### src/rtl/axis_rate_monitor.sv
// Passive AXI-Stream throughput monitor: per-channel cumulative byte/beat/packet/active-cycle
// counters plus a shared fixed-length rate window. Never drives or alters the monitored streams.
module axis_rate_monitor #(
  parameter int unsigned DATA_WIDTH    = 64,
  parameter int unsigned NUM_CH        = 2,
  parameter int unsigned WINDOW_CYCLES = 156250,
  parameter int unsigned CNT_WIDTH     = 48,
  parameter int unsigned WIN_WIDTH     = 32
) (
  input  logic                             s_aclk,
  input  logic                             s_areset,
  input  logic                             clear,
  input  logic [NUM_CH-1:0]                mon_tvalid,
  input  logic [NUM_CH-1:0]                mon_tready,
  input  logic [NUM_CH*(DATA_WIDTH/8)-1:0] mon_tkeep,
  input  logic [NUM_CH-1:0]                mon_tlast,
  output logic [NUM_CH*CNT_WIDTH-1:0]      total_bytes,
  output logic [NUM_CH*CNT_WIDTH-1:0]      total_beats,
  output logic [NUM_CH*CNT_WIDTH-1:0]      pkt_count,
  output logic [NUM_CH*CNT_WIDTH-1:0]      active_cycles,
  output logic [NUM_CH*WIN_WIDTH-1:0]      window_bytes,
  output logic                             window_valid,
  output logic [NUM_CH-1:0]                keep_err
);

  localparam int unsigned KW = DATA_WIDTH / 8;
  localparam int unsigned BW = $clog2(KW + 1);
  localparam int unsigned TW = $clog2(WINDOW_CYCLES);
  localparam logic [TW-1:0] TimerLast = TW'(WINDOW_CYCLES - 1);

  // Saturating adds: the carry out of the full-width sum detects overflow for any addend.
  function automatic logic [CNT_WIDTH-1:0] sat_cnt(input logic [CNT_WIDTH-1:0] a,
                                                   input logic [BW-1:0] b);
    logic [CNT_WIDTH:0] s;
    s = {1'b0, a} + (CNT_WIDTH + 1)'(b);
    return s[CNT_WIDTH] ? '1 : s[CNT_WIDTH-1:0];
  endfunction

  function automatic logic [WIN_WIDTH-1:0] sat_win(input logic [WIN_WIDTH-1:0] a,
                                                   input logic [BW-1:0] b);
    logic [WIN_WIDTH:0] s;
    s = {1'b0, a} + (WIN_WIDTH + 1)'(b);
    return s[WIN_WIDTH] ? '1 : s[WIN_WIDTH-1:0];
  endfunction

  logic [TW-1:0]        r_timer;
  logic                 r_win_valid;
  logic [NUM_CH-1:0]    r_started;
  logic [NUM_CH-1:0]    r_keep_err;
  logic [CNT_WIDTH-1:0] r_total_bytes [NUM_CH];
  logic [CNT_WIDTH-1:0] r_total_beats [NUM_CH];
  logic [CNT_WIDTH-1:0] r_pkt_count   [NUM_CH];
  logic [CNT_WIDTH-1:0] r_active      [NUM_CH];
  logic [WIN_WIDTH-1:0] r_acc         [NUM_CH];
  logic [WIN_WIDTH-1:0] r_win_bytes   [NUM_CH];

  logic [KW-1:0]     w_keep  [NUM_CH];
  logic [BW-1:0]     w_cnt   [NUM_CH];
  logic [BW-1:0]     w_bytes [NUM_CH];
  logic [NUM_CH-1:0] w_hs;
  logic [NUM_CH-1:0] w_keep_bad;
  logic              w_last_cyc;

  assign w_last_cyc = (r_timer == TimerLast);

  always_comb begin
    w_hs       = '0;
    w_keep_bad = '0;
    for (int c = 0; c < NUM_CH; c++) begin
      w_keep[c] = mon_tkeep[c*KW +: KW];
      w_cnt[c]  = '0;
      for (int i = 0; i < KW; i++) begin
        w_cnt[c] = w_cnt[c] + BW'(w_keep[c][i]);
      end
      w_hs[c]    = mon_tvalid[c] & mon_tready[c];
      w_bytes[c] = w_hs[c] ? w_cnt[c] : '0;
      // Legal keep is 2^n-1, n>=1: nonzero and keep & (keep+1) clears every bit.
      w_keep_bad[c] = w_hs[c] & ((w_keep[c] == '0) |
                                 ((w_keep[c] & (w_keep[c] + KW'(1))) != '0));
    end
  end

  always_ff @(posedge s_aclk or posedge s_areset) begin
    if (s_areset) begin
      r_timer     <= '0;
      r_win_valid <= 1'b0;
      r_started   <= '0;
      r_keep_err  <= '0;
      for (int c = 0; c < NUM_CH; c++) begin
        r_total_bytes[c] <= '0;
        r_total_beats[c] <= '0;
        r_pkt_count[c]   <= '0;
        r_active[c]      <= '0;
        r_acc[c]         <= '0;
        r_win_bytes[c]   <= '0;
      end
    end else if (clear) begin
      r_timer     <= '0;
      r_win_valid <= 1'b0;
      r_started   <= '0;
      r_keep_err  <= '0;
      for (int c = 0; c < NUM_CH; c++) begin
        r_total_bytes[c] <= '0;
        r_total_beats[c] <= '0;
        r_pkt_count[c]   <= '0;
        r_active[c]      <= '0;
        r_acc[c]         <= '0;
        r_win_bytes[c]   <= '0;
      end
    end else begin
      r_timer     <= w_last_cyc ? '0 : r_timer + TW'(1);
      r_win_valid <= w_last_cyc;
      for (int c = 0; c < NUM_CH; c++) begin
        r_total_bytes[c] <= sat_cnt(r_total_bytes[c], w_bytes[c]);
        r_total_beats[c] <= sat_cnt(r_total_beats[c], BW'(w_hs[c]));
        r_pkt_count[c]   <= sat_cnt(r_pkt_count[c], BW'(w_hs[c] & mon_tlast[c]));
        r_active[c]      <= sat_cnt(r_active[c], BW'(r_started[c]));
        if (w_hs[c]) r_started[c] <= 1'b1;
        if (w_keep_bad[c]) r_keep_err[c] <= 1'b1;
        if (w_last_cyc) begin
          r_win_bytes[c] <= sat_win(r_acc[c], w_bytes[c]);
          r_acc[c]       <= '0;
        end else begin
          r_acc[c] <= sat_win(r_acc[c], w_bytes[c]);
        end
      end
    end
  end

  always_comb begin
    total_bytes   = '0;
    total_beats   = '0;
    pkt_count     = '0;
    active_cycles = '0;
    window_bytes  = '0;
    for (int c = 0; c < NUM_CH; c++) begin
      total_bytes[c*CNT_WIDTH +: CNT_WIDTH]   = r_total_bytes[c];
      total_beats[c*CNT_WIDTH +: CNT_WIDTH]   = r_total_beats[c];
      pkt_count[c*CNT_WIDTH +: CNT_WIDTH]     = r_pkt_count[c];
      active_cycles[c*CNT_WIDTH +: CNT_WIDTH] = r_active[c];
      window_bytes[c*WIN_WIDTH +: WIN_WIDTH]  = r_win_bytes[c];
    end
  end

  assign window_valid = r_win_valid;
  assign keep_err     = r_keep_err;

endmodule

### config.mk
export PLATFORM = sky130hd
export DESIGN_NAME = axis_rate_monitor
export DESIGN_NICKNAME = d
export VERILOG_FILES = /design/src/rtl/axis_rate_monitor.sv
export SDC_FILE = /design/constraint.sdc
export NUM_CORES = 1
export LEC_CHECK = 0
export ABC_AREA = 0
export ABC_CLOCK_PERIOD_IN_PS = 16900
export CAP_MARGIN = 0
export CELL_PAD_IN_SITES_DETAIL_PLACEMENT = 1
export CELL_PAD_IN_SITES_GLOBAL_PLACEMENT = 2
export CORE_MARGIN = 2
export CORE_UTILIZATION = 36
export CTS_CLUSTER_DIAMETER = 60
export DETAILED_ROUTE_END_ITERATION = 10
export DONT_BUFFER_PORTS = 1
export GPL_TIMING_DRIVEN = 0
export PLACE_DENSITY = 0.78
export REMOVE_ABC_BUFFERS = 1
export SKIP_CTS_REPAIR_TIMING = 1
export SLEW_MARGIN = 5
export SYNTH_ARGS = -nofsm -noshare
export SYNTH_HDL_FRONTEND = slang
export SYNTH_SLANG_ARGS = --single-unit
### constraint.sdc
create_clock -name s_aclk -period 16.9 [get_ports s_aclk]
set_input_delay 2.535 -clock s_aclk [delete_from_list [all_inputs] [get_ports s_aclk]]
set_output_delay 2.535 -clock s_aclk [all_outputs]
set_load 0.01 [all_outputs]
# Word-level counts from Yosys, hierarchy flattened
# Index checks and enable logic that the tools add are counted.
[totals]
wordCells = 96
ff_bits = 535
ram_bits = 0
out_inout_bits = 451
n_memories = 0
in_bits = 25
rom_bits = 0
latch_bits = 0
[classes]
n_mux = 31
n_eq_ne = 1
reduce_logical = 9
shifts = 0
order_cmp = 0
addsub = 27
mul = 0
n_div = 0
bitwise = 10
[ops]
columns = ["operator", "n"]
rows = [
  ["two-way mux 48 bit", 8],
  ["two-way mux 96 bit", 4],
  ["adder 48 x 1 -> 49 bit", 6],
  ["two-way mux 32 bit", 6],
  ["two-way mux 64 bit", 2],
  ["adder 48 x 4 -> 49 bit", 2],
  ["adder 32 x 4 -> 33 bit", 2],
  ["two-way mux 18 bit", 2],
  ["adder 4 x 1 -> 4 bit", 8],
  ["adder 18 x 1 -> 18 bit, second input constant", 1],
  ["equality test 18 bit, second input constant", 1],
  ["adder 8 x 1 -> 8 bit, second input constant", 2],
  ["bitwise AND 8 bit", 2],
  ["logical NOT 8 bit", 2],
  ["nonzero test 8 bit", 2],
  ["nonzero test 2 bit", 5],
  ["adder 3 x 1 -> 4 bit", 2],
  ["two-way mux 4 bit", 2],
  ["adder 2 x 1 -> 3 bit", 2],
  ["bitwise AND 1 bit", 6],
  ["two-way mux 1 bit", 5],
  ["adder 1 x 1 -> 2 bit", 2],
  ["two-way mux 2 bit", 2],
  ["bitwise OR 1 bit", 2],
]

# Depth between registers and ports, before layout
# Gate-level depths: netlist of run 1.
[depth]
ltp_word = 12
depth_mapped = 16
mapped_depth_nobuf = 15

# Least setup slack after synthesis of run 1
# No wires, ideal clock.
[synth_timing]
path_kind = "in2reg"
startpoint = "input mon_tkeep[8]"
endpoint = "register r_win_bytes, in the netlist window_bytes[35]"
path_stages = 16
setup_time_ns = 0.138
slack_ns = 10.092
t_arrival_ns = 6.670
n_path_buf = 1
required_ns = 16.762
cell_sequence = "inv_1 -> fa_1 -> fa_1 -> fa_1 -> inv_1 -> ha_1 -> fa_1 -> and3_1 -> fa_1 -> a21oi_1 -> a21boi_0 -> nor2_1 -> and3_1 -> nor2b_1 -> clkbuf_1 -> a211oi_1"
[synth_between]
elab_chain_len = 12
[synth_lines]
columns = ["element", "line", "text"]
rows = [
  ["start: declaration", "15", "input logic [NUM_CH*(DATA_WIDTH/8)-1:0] mon_tkeep,"],
  ["adder 1 x 1 -> 2 bit", "73", "w_cnt[c] = w_cnt[c] + BW'(w_keep[c][i]);"],
  ["adder 2 x 1 -> 3 bit", "73", ""],
  ["adder 3 x 1 -> 4 bit", "73", ""],
  ["adder 4 x 1 -> 4 bit (4 in a row)", "73", ""],
  ["two-way mux 4 bit", "76", "w_bytes[c] = w_hs[c] ? w_cnt[c] : '0;"],
  ["adder 32 x 4 -> 33 bit", "42", "s = {1'b0, a} + (WIN_WIDTH + 1)'(b);"],
  ["two-way mux 32 bit", "43", "return s[WIN_WIDTH] ? '1 : s[WIN_WIDTH-1:0];"],
  ["two-way mux 32 bit", "120", "if (w_last_cyc) begin"],
  ["two-way mux 64 bit", "97", "end else if (clear) begin"],
  ["end signal: indexed assignment", "121", "r_win_bytes[c] <= sat_win(r_acc[c], w_bytes[c]);"],
  ["end: declaration", "55", "logic [WIN_WIDTH-1:0] r_win_bytes [NUM_CH];"],
]
# No other way between the ends. The select of a mux whose other input is x is not followed.
# A chain may end at the register's enable or synchronous reset.

# Final worst setup path of run 1
[layout_timing]
startpoint = "input mon_tkeep[8]"
endpoint = "register r_total_bytes, in the netlist total_bytes[48]"
[layout_between]
elab_chain_len = 11
[layout_lines]
columns = ["element", "line", "text"]
rows = [
  ["adder 1 x 1 -> 2 bit", "73", ""],
  ["adder 2 x 1 -> 3 bit", "73", ""],
  ["adder 3 x 1 -> 4 bit", "73", ""],
  ["adder 4 x 1 -> 4 bit (4 in a row)", "73", ""],
  ["two-way mux 4 bit", "76", ""],
  ["adder 48 x 4 -> 49 bit", "35", "s = {1'b0, a} + (CNT_WIDTH + 1)'(b);"],
  ["two-way mux 48 bit", "36", "return s[CNT_WIDTH] ? '1 : s[CNT_WIDTH-1:0];"],
  ["two-way mux 96 bit", "97", ""],
  ["end signal: indexed assignment", "114", "r_total_bytes[c] <= sat_cnt(r_total_bytes[c], w_bytes[c]);"],
  ["end: declaration", "50", "logic [CNT_WIDTH-1:0] r_total_bytes [NUM_CH];"],
]
# No other way between the ends.

==> impl_results.md, run 1 <==
- CP cell instances: inv_1 > fa_1 > fa_1 > fa_1 > inv_1 > ha_1 > fa_1 > and3_1 > fa_1 > o21a_1 > o21bai_1 > nor3_1 > and2_1 > nand3_2 > a21oi_1
- Antenna violations before repair: 1
- Slowest stage cell, crit path: nor3_1
- Placer Congestion: 0.848
- Finish-stage setup viols: 0
- Worst Hold Class: register to register
- WP buf/inv: 2
- CTS tree: done
- Vias per cell: 5.72
- Gr usage total: 21.8%
- Skew-Pair Late Insertion Delay: 0.61 ns
- Fin. max-slew vios: 231
- Cell area after layout: 31500 um^2
- Layout cell share with drive strength beyond 1: 6.95%
- Largest net degree at the start of global routing: 424
- Synth Area in Adders: 2.66%
- Die Height: 283 um
- Final worst-path cycle share: 45.2%
- CTS H-Tree Depth: 3
- Crit Path Category: input port to register
- Syn-to-layout area delta: 12.2%
- Post-synthesis register bit count: 535
- Worst clock skew: 0.0386 ns
- VDD IR max: 56.7 uV
- Failing checks: slew limit
- CP arrival: 8.08 ns
- Total gr overflow: 0
- Status: complete, but fails checks
- Setup WS post-layout: 9.26 ns
- Total Power: 0.00302 W
- Crit end category: register
- Worst EP required: 17.34 ns
- Die area: 80200 um^2
- Setup TNS Final: 0 ns
- Relative slew slack: -53.5%
- Nets: 2990
- Critical path launch point type: input port
- Complex-gate fraction of the synthesized area: 13.2%
- Fill count: 8715
- Drt total wl: 88.5 mm
- Top_reg_cell synth: dfrtp_1
- First-pass GRT wire length: 143 mm
- Drt first pass iters: 5
- Core box area: 77300 um^2
- Placed Instance Area: 29000 um^2
- Vias in the first global route: 24274
- Synthesized area per cell: 9.44 um^2
- Crit path max fanout: 41
- Final hold vios: 0
- # port buffers: 0
- Crit path time final: 7.64 ns
- LEAKAGE: 12.6 nW
- WHS: 0.497 ns
- CTS root buf: clkbuf_16
- Starting DRT DRC Count: 1284
- Post-Syn Instances: 2971
- XOR/XNOR Fraction of Synth Area: 11.3%
- # rows: 102
- TritonCTS buffer count: 72
- Pre-CTS setup slack: 8.69 ns
- Final ANT Viol Nets: 0
- Async SR Flop Fraction: 100%
- Die Wd: 283 um
- Simple-gate area share of the yosys netlist: 21.0%
- Most frequent CP cell: fa_1
- Inserted Diodes: 0
- Max Fclk: 131 MHz
- Register area share after synthesis: 47.7%
- RSZ-0062 raised after global routing: no
- Distinct cell type count of the synthesized netlist: 79
- Main combinational cell family by area after synthesis: simple AND/OR/NAND/NOR gates
- IO Pins: 476
- Max stage delay on crit path: 0.91 ns
- Vias: 22920
- Drt drc: 0
- Post-synth EDFFs: 0
- Mapped Area: 28100 um^2
- Maxcap violations: 0
- Pwr dens: 95.8 nW/um^2
- CTS clk-pin slew, worst paths: 0.05 ns
- Tightest Pin Transition: 2.30 ns
- Initial Util: 36.3%
- Crit path max-delay family: adder cells
- Wire per inst: 22.1 um
- Warnings from Yosys: 0
- Clock Tree Buf Depth: 3
- Dpl hpwl: 61.1 mm
- Multiplexer share of the synthesized area: 0.499%
- Clk sinks: 535
-- cells in the mapped netlist, drive strengths merged (8+ instances only) --
library cell | instances | area [um^2]
dfrtp | 535 | 13400
a21oi | 356 | 1890
nor2 | 261 | 982
nand3 | 216 | 1100
nand2 | 205 | 772
xor2 | 185 | 1620
xnor2 | 176 | 1540
clkbuf | 120 | 450
nand4 | 113 | 722
and3 | 96 | 601
nor3 | 96 | 500
inv | 94 | 353
o21ai | 76 | 380
nor4 | 57 | 412
a211oi | 42 | 320
ha | 38 | 475
a31oi | 35 | 219
and4 | 33 | 289
and2 | 25 | 156
buf | 24 | 203
a311oi | 14 | 123
mux2i | 14 | 140
fa | 12 | 240
o211ai | 12 | 90.1
or2 | 12 | 75.1
o22ai | 10 | 62.6
o21a | 9 | 67.6
a21o | 8 | 60.1
o211a | 8 | 80.1
-- logic make-up after synthesis --
kind of cell / count (synthesis)
AO/OA/AOI/OAI: 616
XOR/XNOR: 361
flip-flops: 535
AND/OR/NAND/NOR: 1153
buffers and inverters: 239
adder cells (fa/ha/maj): 53
multiplexers: 14
-- per-layer routing --
| layer | GRT usage (%) | vias to the layer above | routed length, um |
|---|---|---|---|
| met3 | 5.28 | 157 | 5270 |
| li1 | - | 10493 | - |
| met1 | 27.3 | 11753 | 37100 |
| met2 | 36.5 | 517 | 42900 |
| met5 | 0 | - | 0 |
| met4 | 8.02 | 0 | 3220 |
-- final cells by class --
| cell class | instances | area [um^2] | area share, % |
|---|---|---|---|
| timing repair buffer | 14 | 229 | 0.727 |
| clock buffer | 99 | 2090 | 6.63 |
| multi-input combinational | 2197 | 13700 | 43.6 |
| clock inverter | 26 | 405 | 1.29 |
| sequential | 535 | 13400 | 42.5 |
| tap | 1040 | 1300 | 4.13 |
| inverter | 95 | 364 | 1.16 |
-- power breakdown --
part	internal [W]	leakage [nW]	total [W]	switching (W)
clock network	0.00100	1.22	0.00160	0.000598
logic	0.0000332	3.96	0.000110	0.0000765
registers	0.00129	7.46	0.00131	0.0000156
-- placed cells by master, fill, tap and decap left out, types with 19 or more instances in the layout --
cell type  count
a31oi_1       34
and3_1        96
o21ai_0       73
inv_1         92
a211oi_1      41
and4_1        32
nor2_1       260
clkbuf_16     75
dfrtp_1      535
xor2_1       185
ha_1          38
nor4_1        47
a21oi_1      328
xnor2_1      176
a21oi_2       28
nand3_1      213
and2_1        19
nor3_1        91
nand4_1      112
nand2_1      201
-- final timing paths --
kind                                               from                   endpoint  slack [ns]  cells after the start
worst min register to register     r_timer[0]$_DFF_PP0_       r_timer[0]$_DFF_PP0_        0.50                      1
worst max register to register  pkt_count[48]$_DFF_PP0_    pkt_count[49]$_DFF_PP0_       13.06                      7
worst min-delay path               r_timer[0]$_DFF_PP0_       r_timer[0]$_DFF_PP0_        0.50                      1
min in group asynchronous                      s_areset    keep_err[0]$_DFFE_PP0P_        1.88                      1
worst max-delay path                       mon_tkeep[8]  total_bytes[48]$_DFF_PP0_        9.26                     15
max in group asynchronous                      s_areset    pkt_count[53]$_DFF_PP0_       12.78                      4
-- through the flow --
stage | std cells | util, %
detailed placement | 3881 | 37.5
floorplan | 2827 | -
global route | 4006 | 40.7
finish | 4006 | 40.7
global placement | 3867 | 37.1
CTS | 4006 | 40.7
-- flip-flops by register name, indices dropped and copies added (netlist names) --
name and flops:
active_cycles 96, pkt_count 96, total_beats 96, total_bytes 96, r_acc 64, window_bytes 64
r_timer 18, keep_err 2, r_started 2, window_valid 1
No activity file was read; power rests on OpenSTA's default activity.
==> run 2, diff against run 1 <==
--- a/config.mk
+++ b/config.mk
@@ -6,17 +6,17 @@
 export NUM_CORES = 1
 export LEC_CHECK = 0
 export ABC_AREA = 0
-export ABC_CLOCK_PERIOD_IN_PS = 16900
+export ABC_CLOCK_PERIOD_IN_PS = 7490
 export CAP_MARGIN = 0
 export CELL_PAD_IN_SITES_DETAIL_PLACEMENT = 1
 export CELL_PAD_IN_SITES_GLOBAL_PLACEMENT = 2
 export CORE_MARGIN = 2
-export CORE_UTILIZATION = 36
+export CORE_UTILIZATION = 40
 export CTS_CLUSTER_DIAMETER = 60
 export DETAILED_ROUTE_END_ITERATION = 10
 export DONT_BUFFER_PORTS = 1
 export GPL_TIMING_DRIVEN = 0
-export PLACE_DENSITY = 0.78
+export PLACE_DENSITY = 0.82
 export REMOVE_ABC_BUFFERS = 1
 export SKIP_CTS_REPAIR_TIMING = 1
 export SLEW_MARGIN = 5
==> constraint.sdc (replaced) <==
create_clock -name s_aclk -period 7.49 [get_ports s_aclk]
set_input_delay 1.1235 -clock s_aclk [delete_from_list [all_inputs] [get_ports s_aclk]]
set_output_delay 1.1235 -clock s_aclk [all_outputs]
set_load 0.01 [all_outputs]
==> impl_results.md, run 2 (synthesized netlist as in run 1, its figures left out) <==
- # rows: 97
- VDD IR max: 143 uV
- Placed Instance Area: 28900 um^2
- Vias per cell: 5.88
- Drt first pass iters: 5
- CTS clk-pin slew, worst paths: 0.06 ns
- Crit path time final: 6.12 ns
- Fin cells: 3901
- TritonCTS buffer count: 66
- CP arrival: 6.63 ns
- Maxcap violations: 0
- Final hold vios: 0
- LEAKAGE: 12.5 nW
- Die area: 72300 um^2
- Inserted Diodes: 0
- Fin. max-slew vios: 0
- Placed cells: 3782
- Wire per inst: 22.2 um
- Tightest Pin Transition: 1.30 ns
- Gr usage total: 23.3%
- Layout cell share with drive strength beyond 1: 6.69%
- First-pass GRT wire length: 137 mm
- Die Wd: 269 um
- # port buffers: 0
- Vias in the first global route: 24155
- Cell area after layout: 31100 um^2
- Skew-Pair Late Insertion Delay: 0.60 ns
- Pwr dens: 207 nW/um^2
- CTS root buf: clkbuf_16
- Worst Hold Class: input port to async pin
- Finished Core Util: 44.6%
- IO Pins: 476
- Worst EP required: 7.99 ns
- Syn-to-layout area delta: 10.9%
- Antenna violations before repair: 0
- Final ANT Viol Nets: 0
- Initial Util: 40.2%
- Terminus of the critical flop-to-flop path: active_cycles[22]$_DFF_PP0_
- Clock Tree Buf Depth: 3
- Placer Congestion: 0.857
- Pre-CTS setup slack: 0.773 ns
- R2r setup slk: 3.68 ns
- Finish-stage setup viols: 0
- Status: completed
- Final worst-path cycle share: 81.8%
- Largest net degree at the start of global routing: 424
- Reg-to-reg startpoint: active_cycles[0]$_DFF_PP0_
- R2R cell count: 8
- Crit path max fanout: 41
- Crit Path Category: input port to register
- Relative slew slack: 13.2%
- Starting DRT DRC Count: 1273
- Dpl hpwl: 60.2 mm
- Core box area: 69800 um^2
- Max Fclk: 163 MHz
- Drt drc: 0
- CTS H-Tree Depth: 3
- Nets: 2985
- Vias: 22943
- Drt total wl: 86.6 mm
- Total gr overflow: 0
- Setup WS post-layout: 1.37 ns
- CTS tree: done
- Critical path launch point type: input port
- Die Height: 269 um
- Most frequent cells in the layout: 535 x dfrtp_1, 328 x a21oi_1, 260 x nor2_1
- RSZ-0062 raised after global routing: no
- Setup TNS Final: 0 ns
- Commonest non-fill, non-tap cell in the layout: dfrtp_1
- Clk sinks: 535
- Worst clock skew: 0.0211 ns
- Crit end category: register
==> run 2: cell count changes in the layout (fill, tap and decap cells not counted) <==
cell       change
clkbuf_16      -8
inv_6          -3
buf_12         +1
clkinv_8       +2
buf_4          +1
bufinv_16      -5
clkbuf_8       +3
buf_6          -1
clkbuf_1       +3
clkinv_2       +3
inv_8          -2
inv_16         +1
==> run 2: how the worst max path moves through the flow <==
stage                 startpoint  slack (ns)                         end  cells after the start
floorplan               s_areset       -8.59  active_cycles[0]$_DFF_PP0_                      1
global placement        s_areset      -14.99   total_bytes[73]$_DFF_PP0_                      1
detailed placement  mon_tkeep[8]        0.77   total_bytes[89]$_DFF_PP0_                     15
CTS                 mon_tkeep[8]        1.39   total_bytes[92]$_DFF_PP0_                     15
global route        mon_tkeep[8]         1.0   total_bytes[57]$_DFF_PP0_                     15
finish              mon_tkeep[8]        1.37   total_bytes[92]$_DFF_PP0_                     15
==> run 2: layer usage <==
| metal | global-route usage, % | vias to the layer above | part of all wire, % |
|---|---|---|---|
| met3 | 7.53 | 153 | 8.0 |
| met5 | 0 | - | 0 |
| li1 | - | 10477 | - |
| met1 | 27.9 | 11783 | 40 |
| met4 | 8.15 | 0 | 3.1 |
| met2 | 39.4 | 530 | 49 |
==> run 2: report_power, final <==
part | switching [W] | total [W] | internal, W
clock | 0.00131 | 0.00325 | 0.00195
combinational | 0.000174 | 0.000252 | 0.0000780
sequential | 0.0000347 | 0.00295 | 0.00291
==> run 2: final cells by class <==
class | instances | area, um^2
Fill cell | 7962 | 38700
Multi-Input combinational cell | 2197 | 13700
Sequential cell | 535 | 13400
Clock buffer | 97 | 1940
Tap cell | 940 | 1180
Inverter | 95 | 364
Clock inverter | 22 | 274
Timing Repair Buffer | 15 | 245
==> run 2: per-stage QoR <==
stage / hold WS, ns / power, W
CTS: 0.418 / 0.00655
finish: 0.426 / 0.00645
detailed placement: 0.500 / 0.00326
global route: 0.443 / 0.00670
floorplan: 0.461 / 0.00316
global placement: 0.480 / 0.00323
==> run 2: critical path, stage by stage <==
cell      delay [ns]
inv_1           0.07
fa_1            0.57
fa_1            0.43
fa_1            0.50
inv_1           0.04
ha_1            0.21
fa_1            0.50
and3_1          0.30
fa_1            0.31
o21a_1          0.15
o21bai_1        0.12
nor3_1          0.82
and2_1          0.31
nand3_2         0.72
a21oi_1         0.43
==> run 3, diff against run 2 <==
--- a/config.mk
+++ b/config.mk
@@ -6,17 +6,17 @@
 export NUM_CORES = 1
 export LEC_CHECK = 0
 export ABC_AREA = 0
-export ABC_CLOCK_PERIOD_IN_PS = 7490
+export ABC_CLOCK_PERIOD_IN_PS = 5250
 export CAP_MARGIN = 0
 export CELL_PAD_IN_SITES_DETAIL_PLACEMENT = 1
 export CELL_PAD_IN_SITES_GLOBAL_PLACEMENT = 2
 export CORE_MARGIN = 2
-export CORE_UTILIZATION = 40
+export CORE_UTILIZATION = 36
 export CTS_CLUSTER_DIAMETER = 60
 export DETAILED_ROUTE_END_ITERATION = 10
 export DONT_BUFFER_PORTS = 1
 export GPL_TIMING_DRIVEN = 0
-export PLACE_DENSITY = 0.82
+export PLACE_DENSITY = 0.78
 export REMOVE_ABC_BUFFERS = 1
 export SKIP_CTS_REPAIR_TIMING = 1
 export SLEW_MARGIN = 5
==> constraint.sdc (replaced) <==
create_clock -name s_aclk -period 5.25 [get_ports s_aclk]
set_input_delay 0.7875 -clock s_aclk [delete_from_list [all_inputs] [get_ports s_aclk]]
set_output_delay 0.7875 -clock s_aclk [all_outputs]
set_load 0.01 [all_outputs]
==> impl_results.md, run 3 (synthesized netlist as in run 1, its figures left out) <==
- Die Height: 283 um
- Maxcap violations: 0
- R2R cell count: 7
- Drt first pass iters: 5
- Worst Hold Class: input port to async pin
- Crit end category: register
- Total gr overflow: 0
- Crit Path Category: input port to register
- Placer Congestion: 0.848
- Starting DRT DRC Count: 1300
- Largest net degree at the start of global routing: 424
- Gr usage total: 21.8%
- Clk sinks: 535
- Fin. max-slew vios: 275
- CTS clk-pin slew, worst paths: 0.05 ns
- Max Fclk: 196 MHz
- # rows: 102
- CTS H-Tree Depth: 3
- TritonCTS buffer count: 72
- Setup TNS Final: 0 ns
- Initial Util: 36.3%
- Final hold vios: 0
- Drt drc: 0
- Vias in the first global route: 24274
- CTS tree: done
- Status: complete, but fails checks
- Crit path max fanout: 41
- Commonest non-fill, non-tap cell in the layout: dfrtp_1
- Fill count: 8709
- # port buffers: 0
- Worst EP required: 5.58 ns
- Nets: 2991
- Tightest Pin Transition: 2.74 ns
- Vias per cell: 5.74
- Wire per inst: 22.2 um
- Die Wd: 283 um
- Multi-input combinational cell area: 13800 um^2
- Failing checks: slew limit
- Drt total wl: 89.0 mm
- Pwr dens: 308 nW/um^2
- Most frequent cells in the layout: 535 x dfrtp_1, 327 x a21oi_1, 258 x nor2_1
- Critical path launch point type: input port
- Core box area: 77300 um^2
- Inserted Diodes: 0
- First-pass GRT wire length: 143 mm
- Reg-to-reg startpoint: pkt_count[48]$_DFF_PP0_
- Register area: 13400 um^2
- Finish-stage setup viols: 0
- Clock Tree Buf Depth: 3
- CP arrival: 5.42 ns
- CTS root buf: clkbuf_16
- Beginning of the critical path: mon_tkeep[8]
- Vias: 22997
- IO Pins: 476
- Skew-Pair Late Insertion Delay: 0.61 ns
- RSZ-0062 raised after global routing: no
- Crit path time final: 5.10 ns
- Layout cell share with drive strength beyond 1: 7.21%
- Final ANT Viol Nets: 0
- LEAKAGE: 12.7 nW
- VDD IR max: 182 uV
- Final worst-path cycle share: 97.1%
- Dpl hpwl: 61.1 mm
- Syn-to-layout area delta: 12.5%
- Worst clock skew: 0.0389 ns
- Relative slew slack: -82.4%
- Die area: 80200 um^2
- Antenna violations before repair: 1
- Finished Core Util: 40.8%
==> run 3: cell type report <==
cell class	instances	share of cell area [%]
multi-input combinational	2198	43.7
clock buffer	99	6.61
sequential	535	42.4
tap	1040	4.12
inverter	95	1.15
timing repair buffer	14	0.726
clock inverter	26	1.28
==> run 3: through the flow <==
| stage | instance area [um^2] | worst slack [ns] | power (W) | hold WS [ns] | instances |
|---|---|---|---|---|---|
| global placement | 28700 | -17.02 | 0.00462 | 0.477 | 3867 |
| detailed placement | 29000 | -1.21 | 0.00464 | 0.496 | 3881 |
| floorplan | 27400 | -10.49 | 0.00451 | 0.461 | 2827 |
| global route | 31600 | 0.00220 | 0.0101 | 0.165 | 4007 |
| finish | 31600 | 0.151 | 0.00972 | 0.134 | 4007 |
| CTS | 31500 | -0.575 | 0.00987 | 0.149 | 4006 |
==> run 3: worst paths after layout <==
path	end	slack [ns]
worst min register to register	r_timer[0]$_DFF_PP0_	0.50
worst max register to register	pkt_count[49]$_DFF_PP0_	1.39
worst min-delay path	keep_err[0]$_DFFE_PP0P_	0.13
min in group s_aclk	total_bytes[21]$_DFF_PP0_	0.40
max in group asynchronous	active_cycles[50]$_DFF_PP0_	2.86
worst max-delay path	total_bytes[48]$_DFF_PP0_	0.15
==> run 3: critical path: stages <==
cell,delay (ns)
inv_1,0.07
fa_1,0.56
fa_1,0.42
fa_1,0.50
inv_1,0.04
ha_1,0.20
fa_1,0.43
and3_1,0.27
fa_1,0.49
a221oi_1,0.62
nor3_4,0.17
and2_1,0.26
nand3_4,0.41
a21oi_1,0.15
==> run 3: routing by layer <==
layer / vias up / global-route usage, % / wire, um
li1: 10490 / - / -
met1: 11835 / 27.3 / 37400
met2: 506 / 36.5 / 43400
met3: 166 / 5.28 / 5090
met4: 0 / 8.02 / 3180
met5: - / 0 / 0
==> run 3: report_power, final <==
group / leakage, nW / total [W] / internal, W / switching (W)
Sequential: 7.46 / 0.00421 / 0.00415 / 0.0000511
Clock: 1.22 / 0.00515 / 0.00323 / 0.00192
Combinational: 3.99 / 0.000357 / 0.000108 / 0.000249
